<file path="src/rtl/ddr_wr_arb.sv">
// Two-requester round-robin arbiter in front of a single DDR write port.
// One transfer in flight at a time: command, registered data forwarding, drain.
module ddr_wr_arb #(
  parameter int ADDR_WIDTH = 32,
  parameter int LEN_WIDTH  = 16,
  parameter int DATA_WIDTH = 64
) (
  input  logic                  clk,
  input  logic                  rst,

  input  logic                  req0_start,
  input  logic [ADDR_WIDTH-1:0] req0_addr,
  input  logic [LEN_WIDTH-1:0]  req0_len,
  output logic                  req0_ack,
  input  logic                  req0_data_vld,
  input  logic [DATA_WIDTH-1:0] req0_data,
  output logic                  req0_done,

  input  logic                  req1_start,
  input  logic [ADDR_WIDTH-1:0] req1_addr,
  input  logic [LEN_WIDTH-1:0]  req1_len,
  output logic                  req1_ack,
  input  logic                  req1_data_vld,
  input  logic [DATA_WIDTH-1:0] req1_data,
  output logic                  req1_done,

  output logic                  wstart,
  input  logic                  wready,
  output logic [ADDR_WIDTH-1:0] waddr,
  output logic [LEN_WIDTH-1:0]  wdata_len,
  output logic                  wdata_vld,
  output logic [DATA_WIDTH-1:0] wdata
);

  typedef enum logic [1:0] {
    IDLE,
    ISSUE,
    DATA,
    DRAIN
  } state_t;

  state_t                r_state;
  logic                  r_gnt;
  logic                  r_last;
  logic                  r_zero;
  logic [ADDR_WIDTH-1:0] r_addr;
  logic [LEN_WIDTH-1:0]  r_len;
  logic [LEN_WIDTH-1:0]  r_cnt;

  logic                  r_wstart;
  logic [ADDR_WIDTH-1:0] r_waddr;
  logic [LEN_WIDTH-1:0]  r_wlen;
  logic                  r_wvld;
  logic [DATA_WIDTH-1:0] r_wdata;
  logic                  r_ack0;
  logic                  r_ack1;
  logic                  r_done0;
  logic                  r_done1;

  logic                  w_any;
  logic                  w_pick1;
  logic [ADDR_WIDTH-1:0] w_sel_addr;
  logic [LEN_WIDTH-1:0]  w_sel_len;
  logic                  w_len_zero;
  logic                  w_beat_vld;
  logic [DATA_WIDTH-1:0] w_beat;
  logic [LEN_WIDTH-1:0]  w_cnt_nxt;

  // On a tie the requester that did not win last time is picked.
  assign w_any      = req0_start | req1_start;
  assign w_pick1    = req1_start & (~req0_start | ~r_last);
  assign w_sel_addr = w_pick1 ? req1_addr : req0_addr;
  assign w_sel_len  = w_pick1 ? req1_len : req0_len;
  assign w_len_zero = (w_sel_len == '0);

  assign w_beat_vld = r_gnt ? req1_data_vld : req0_data_vld;
  assign w_beat     = r_gnt ? req1_data : req0_data;
  assign w_cnt_nxt  = r_cnt + LEN_WIDTH'(1);

  always_ff @(posedge clk) begin
    if (rst) begin
      r_state  <= IDLE;
      r_gnt    <= 1'b0;
      r_last   <= 1'b1;
      r_zero   <= 1'b0;
      r_addr   <= '0;
      r_len    <= '0;
      r_cnt    <= '0;
      r_wstart <= 1'b0;
      r_waddr  <= '0;
      r_wlen   <= '0;
      r_wvld   <= 1'b0;
      r_wdata  <= '0;
      r_ack0   <= 1'b0;
      r_ack1   <= 1'b0;
      r_done0  <= 1'b0;
      r_done1  <= 1'b0;
    end else begin
      r_wstart <= 1'b0;
      r_wvld   <= 1'b0;
      r_ack0   <= 1'b0;
      r_ack1   <= 1'b0;
      r_done0  <= 1'b0;
      r_done1  <= 1'b0;
      unique case (r_state)
        IDLE: begin
          if (w_any) begin
            r_gnt  <= w_pick1;
            r_addr <= w_sel_addr;
            r_len  <= w_sel_len;
            r_cnt  <= '0;
            r_zero <= w_len_zero;
            // Empty transfers never touch the DDR side.
            if (w_len_zero) begin
              r_ack0  <= ~w_pick1;
              r_ack1  <= w_pick1;
              r_last  <= w_pick1;
              r_state <= DRAIN;
            end else begin
              r_state <= ISSUE;
            end
          end
        end
        ISSUE: begin
          if (wready) begin
            r_wstart <= 1'b1;
            r_waddr  <= r_addr;
            r_wlen   <= r_len;
            r_ack0   <= ~r_gnt;
            r_ack1   <= r_gnt;
            r_state  <= DATA;
          end
        end
        DATA: begin
          if (w_beat_vld) begin
            r_wvld  <= 1'b1;
            r_wdata <= w_beat;
            r_cnt   <= w_cnt_nxt;
            if (w_cnt_nxt == r_len) begin
              r_state <= DRAIN;
            end
          end
        end
        DRAIN: begin
          if (wready || r_zero) begin
            r_done0 <= ~r_gnt;
            r_done1 <= r_gnt;
            r_last  <= r_gnt;
            r_zero  <= 1'b0;
            r_state <= IDLE;
          end
        end
        default: r_state <= IDLE;
      endcase
    end
  end

  assign wstart    = r_wstart;
  assign waddr     = r_waddr;
  assign wdata_len = r_wlen;
  assign wdata_vld = r_wvld;
  assign wdata     = r_wdata;
  assign req0_ack  = r_ack0;
  assign req1_ack  = r_ack1;
  assign req0_done = r_done0;
  assign req1_done = r_done1;

endmodule

</file>
<file path="config.mk">
export PLATFORM = sky130hd
export DESIGN_NAME = ddr_wr_arb
export DESIGN_NICKNAME = d
export VERILOG_FILES = /design/src/rtl/ddr_wr_arb.sv
export SDC_FILE = /design/constraint.sdc
export NUM_CORES = 1
export LEC_CHECK = 0
export BUFFER_PORTS_ARGS = -buffer_cell sky130_fd_sc_hd__buf_2
export CAP_MARGIN = 20
export CORE_MARGIN = 5
export CORE_UTILIZATION = 40
export CTS_BUF_LIST = sky130_fd_sc_hd__clkbuf_16
export DETAILED_ROUTE_END_ITERATION = 10
export PLACE_DENSITY = 0.75
export SLEW_MARGIN = 20
export SYNTH_ARGS = -nofsm -noshare
export SYNTH_HDL_FRONTEND = slang
export SYNTH_SLANG_ARGS = --single-unit
</file>
<file path="constraint.sdc">
create_clock -name clk -period 2.6 [get_ports clk]
set_input_delay 0.39 -clock clk [delete_from_list [all_inputs] [get_ports clk]]
set_output_delay 0.39 -clock clk [all_outputs]
set_load 0.03 [all_outputs]
</file>
==> key figures <==
Routing
  – Post-route antenna net violation count: 0
  – Number of detailed-route iterations in the first pass: 5
  – Post-detailed-route via-to-cell ratio: 5.24
  – Total vias in the final route: 8275
  – Detail-routed net length per standard cell: 16.6 um
  – DRC violation total after the first TritonRoute iteration: 439
  – Residual DRC: 0
  – Detailed-route wire length: 26.2 mm

Timing
  – Count of final setup violators: 0
  – Final hold vios: 0
  – Slew Limit Headroom: 0.585
  – Number of slew-limit violations in the final report: 0
  – Final worst-path cycle share: 0.922
  – Setup TNS: 0 ns
  – Clock period minus final worst setup slack: 2.40 ns
  – Layout Skew: 0.0127 ns
  – RSZ-0062 raised after global routing: no
  – Maximum operating frequency: 417 MHz
  – Slew at the pin closest to its max-slew limit: 0.623 ns

Logic synthesis
  – Count of mapped cells out of synthesis: 989
  – Cells taking the most area after synthesis: sky130_fd_sc_hd__dfxtp_1 45%, sky130_fd_sc_hd__mux2i_1 8.0%, sky130_fd_sc_hd__nand2_1 6.7%
  – Synth Cell Area: 0.00830 mm2
  – Largest family of logic cells by synthesized area: compound AO/OA/AOI/OAI gates
  – Syn avg cell area: 8.39 um2
  – Flip-flop cell with the highest count after synthesis: sky130_fd_sc_hd__dfxtp_1
  – Post-synthesis adder-cell area fraction: 0.00754
  – Library cells used by synthesis: 49
  – Number of synthesized flops with an enable pin: 0
  – Synth Area in Compound Gates: 0.217
  – Proportion of synthesized area in mux cells: 0.0796
  – Seq/Total Area, Yosys: 0.451
  – Top cell type's share of synthesized area: 0.451
  – Seq cells post-synth: 187
  – Area share of and/or/nand/nor cells after synthesis: 0.186
  – Fraction of registers with async set/reset: 0
  – Most area-hungry cell type in the Yosys netlist: sky130_fd_sc_hd__dfxtp_1
  – Number of nets in the synthesized netlist: 1225
  – Area share of xor/xnor cells in the synthesized design: 0.0179
  – Number of warnings issued by yosys: 0

Pwr
  – Proportion of power drawn by flip-flops and latches: 0.369
  – Power per unit of standard cell area: 930 mW/mm2
  – P_sw: 4.02 mW
  – Combinational power share: 0.372
  – Switching power share of the total: 0.394
  – IR drop worst, VDD: 391 uV
  – Power Internal: 6.17 mW
  – Overall power: 10.2 mW
  – Clock Power Share: 0.259
  – Standby leakage power: 4.67 nW

Worst setup path
  – Cells along the critical path: ha_4, nand4_2, or3_1, and4b_1, a311o_1, o211a_1, a31oi_1, mux2i_1
  – Library cell contributing the largest single delay on the critical path: sky130_fd_sc_hd__dfxtp_1
  – Maximum single-stage delay on the critical path: 0.47 ns
  – Type of the worst setup path: register to register
  – Start of the worst register-to-register path: r_cnt[0]
  – Kind of capture point of the worst setup path: register
  – Launch point of the worst path: r_cnt[0]
  – Maximum fanout encountered on the critical timing path: 7
  – Required arrival time at the worst endpoint: 2.96 ns
  – Reg-to-reg slack, setup: 0.20 ns
  – Worst path arrival time: 2.75 ns
  – Kind of start point of the critical path: register

Placement
  – Placed cell areas: 0.0103 mm2
  – Routability cong.: 0.861
  – I/O Buffers: 348
  – Placed instance count: 1546
  – Detailed placer's ending HPWL: 19.6 mm

CTS
  – # clock sinks: 187
  – Number of clock buffers inserted by TritonCTS: 17
  – TritonCTS clock tree: done
  – Post-CTS repair timing setup buffer count: 0
  – Number of H-tree levels: 4
  – CTS clk-pin slew, worst paths: 0.07 ns
  – Latest clock arrival within the worst-skew pair: 0.43 ns
  – CTS Root Cell: sky130_fd_sc_hd__clkbuf_16
  – Clock Path Buffers: 2

GRT
  – Via count of the first global-routing pass: 7667
  – Antenna violations before repair: 2
  – Global-route wire length before repair: 40.3 mm
  – Total global routing overflow: 0
  – Pin count of the biggest net entering global routing: 129
  – Overall track demand over capacity in global routing: 0.209

Worst hold path
  – Class of the tightest hold or removal check: primary input to register
  – HP Start: req1_len[4]

Outcome
  – Status: finished, final reports clean

Die
  – Core Rows: 52
  – Initial cell density of the core: 0.409
  – Core area: 0.0203 mm2
  – Die boundary width: 154 um
  – Die area: 0.0237 mm2
  – Die H: 154 um
  – Count of boundary I/O pins: 349

Layout
  – Post-layout net count: 1531
  – Area added between synthesis and finish: 32.0%
  – Final standard cell count with taps included and fillers excluded: 1580
  – Proportion of layout cells with a drive suffix above 1: 0.316
  – Summed area of non-filler cells in the final layout: 0.0109 mm2

Job
  – Total of max-cap violations: 0
## final timing paths
kind | depth (start not counted) | end
hold reg to reg | 2 | waddr[21]
hold / removal | 3 | r_len[4]
setup reg to reg | 8 | r_state[1]
setup / recovery | 8 | r_state[1]
## cell type report
| class | instances | area [um2] |
|---|---|---|
| diodes | 2 | 5.00 |
| clock buffers | 17 | 425 |
| clock inverters | 15 | 178 |
| fillers | 1915 | 9350 |
| inverters | 5 | 18.8 |
| multi-input cells | 714 | 4260 |
| flip-flops and latches | 187 | 3750 |
| well taps | 270 | 338 |
| repair buffers | 370 | 1980 |
## cell usage in the layout, fill, tap and decap left out, types with 5 or more instances in the layout
| master | netlist | layout |
|---|---|---|
| sky130_fd_sc_hd__buf_2 | 2 | 347 |
| sky130_fd_sc_hd__dfxtp_1 | 187 | 186 |
| sky130_fd_sc_hd__nand2_1 | 149 | 148 |
| sky130_fd_sc_hd__nor2_1 | 149 | 147 |
| sky130_fd_sc_hd__a21oi_1 | 75 | 75 |
| sky130_fd_sc_hd__a211oi_1 | 68 | 68 |
| sky130_fd_sc_hd__mux2i_1 | 66 | 66 |
| sky130_fd_sc_hd__a22oi_1 | 32 | 32 |
| sky130_fd_sc_hd__a22o_1 | 31 | 31 |
| sky130_fd_sc_hd__o21ai_0 | 20 | 20 |
| sky130_fd_sc_hd__a311oi_1 | 17 | 17 |
| sky130_fd_sc_hd__clkbuf_16 | 0 | 17 |
| sky130_fd_sc_hd__buf_4 | 0 | 17 |
| sky130_fd_sc_hd__xnor2_1 | 12 | 12 |
| sky130_fd_sc_hd__nor4_1 | 11 | 11 |
| sky130_fd_sc_hd__nand3_1 | 8 | 8 |
| sky130_fd_sc_hd__or3_1 | 7 | 7 |
| sky130_fd_sc_hd__inv_1 | 5 | 6 |
| sky130_fd_sc_hd__nand4_1 | 6 | 6 |
| sky130_fd_sc_hd__xor2_1 | 5 | 5 |
| sky130_fd_sc_hd__nand2b_1 | 5 | 5 |
| sky130_fd_sc_hd__nor3_1 | 5 | 5 |
| sky130_fd_sc_hd__a21o_1 | 5 | 5 |
| sky130_fd_sc_hd__inv_6 | 0 | 5 |
| sky130_fd_sc_hd__buf_12 | 0 | 5 |
## flip-flops by register name, summed over array words and instances (netlist names)
signal     cells
waddr         32
wdata_vld      1
r_last         1
r_len         16
r_gnt          1
req0_done      1
r_addr        32
wstart         1
req0_ack       1
req1_done      1
wdata_len     16
r_state        2
r_zero         1
req1_ack       1
wdata         64
r_cnt         16
## repair_timing
item,4_1_cts,5_1_grt
gates resized for setup,0,2
endpoints found under the setup margin,0,1
hold buffers,0,0
## synthesized netlist by cell type (12+ instances only)
library cell / number
sky130_fd_sc_hd__a22oi_1: 32
sky130_fd_sc_hd__xnor2_1: 12
sky130_fd_sc_hd__clkbuf_1: 75
sky130_fd_sc_hd__a311oi_1: 17
sky130_fd_sc_hd__nand2_1: 149
sky130_fd_sc_hd__nor2_1: 149
sky130_fd_sc_hd__o21ai_0: 20
sky130_fd_sc_hd__a21oi_1: 75
sky130_fd_sc_hd__mux2i_1: 66
sky130_fd_sc_hd__a211oi_1: 68
sky130_fd_sc_hd__dfxtp_1: 187
sky130_fd_sc_hd__a22o_1: 31
## critical path: cells and delay by family (launching register included)
family,cells,cell delay [ns]
simple gates,3,0.85
compound gates,3,0.60
flops,1,0.47
fa+ha+maj,1,0.22
mux,1,0.19
## power groups by stage
| stage | combinational (mW) | clock (mW) | sequential [mW] |
|---|---|---|---|
| finish | 3.79 | 2.63 | 3.76 |
| floorplan | 2.11 | 0 | 4.31 |
| CTS | 3.81 | 2.69 | 3.76 |
| global placement | 3.74 | 0 | 3.80 |
| detailed placement | 3.80 | 0 | 3.82 |
| global route | 4.13 | 2.83 | 3.83 |
## layer usage
metal	wire length [um]	global-route usage	up-vias
li1	-	-	4137
met1	10300	0.251	3747
met2	13500	0.365	350
met3	1730	0.0469	41
met4	700	0.0757	0
met5	0	0	-
## per-stage QoR
stage / hold WS (ns) / setup WS (ns) / util
global placement: 0.436 / 0.286 / 0.509
finish: 0.238 / 0.204 / 0.539
detailed placement: 0.444 / 0.162 / 0.509
floorplan: 0.432 / 0.403 / -
global route: 0.227 / 0.0287 / 0.539
CTS: 0.219 / 0.133 / 0.538
## cell families after synthesis
| family | count (synthesis) |
|---|---|
| adders and majority gates | 5 |
| xor gates and xnor gates | 17 |
| muxes | 66 |
| DFF | 187 |
| and+or+nand+nor | 363 |
| AOI/OAI and AO/OA | 263 |
| buffers and inverters | 88 |
Note: power is estimated with default switching activity, not from simulation.
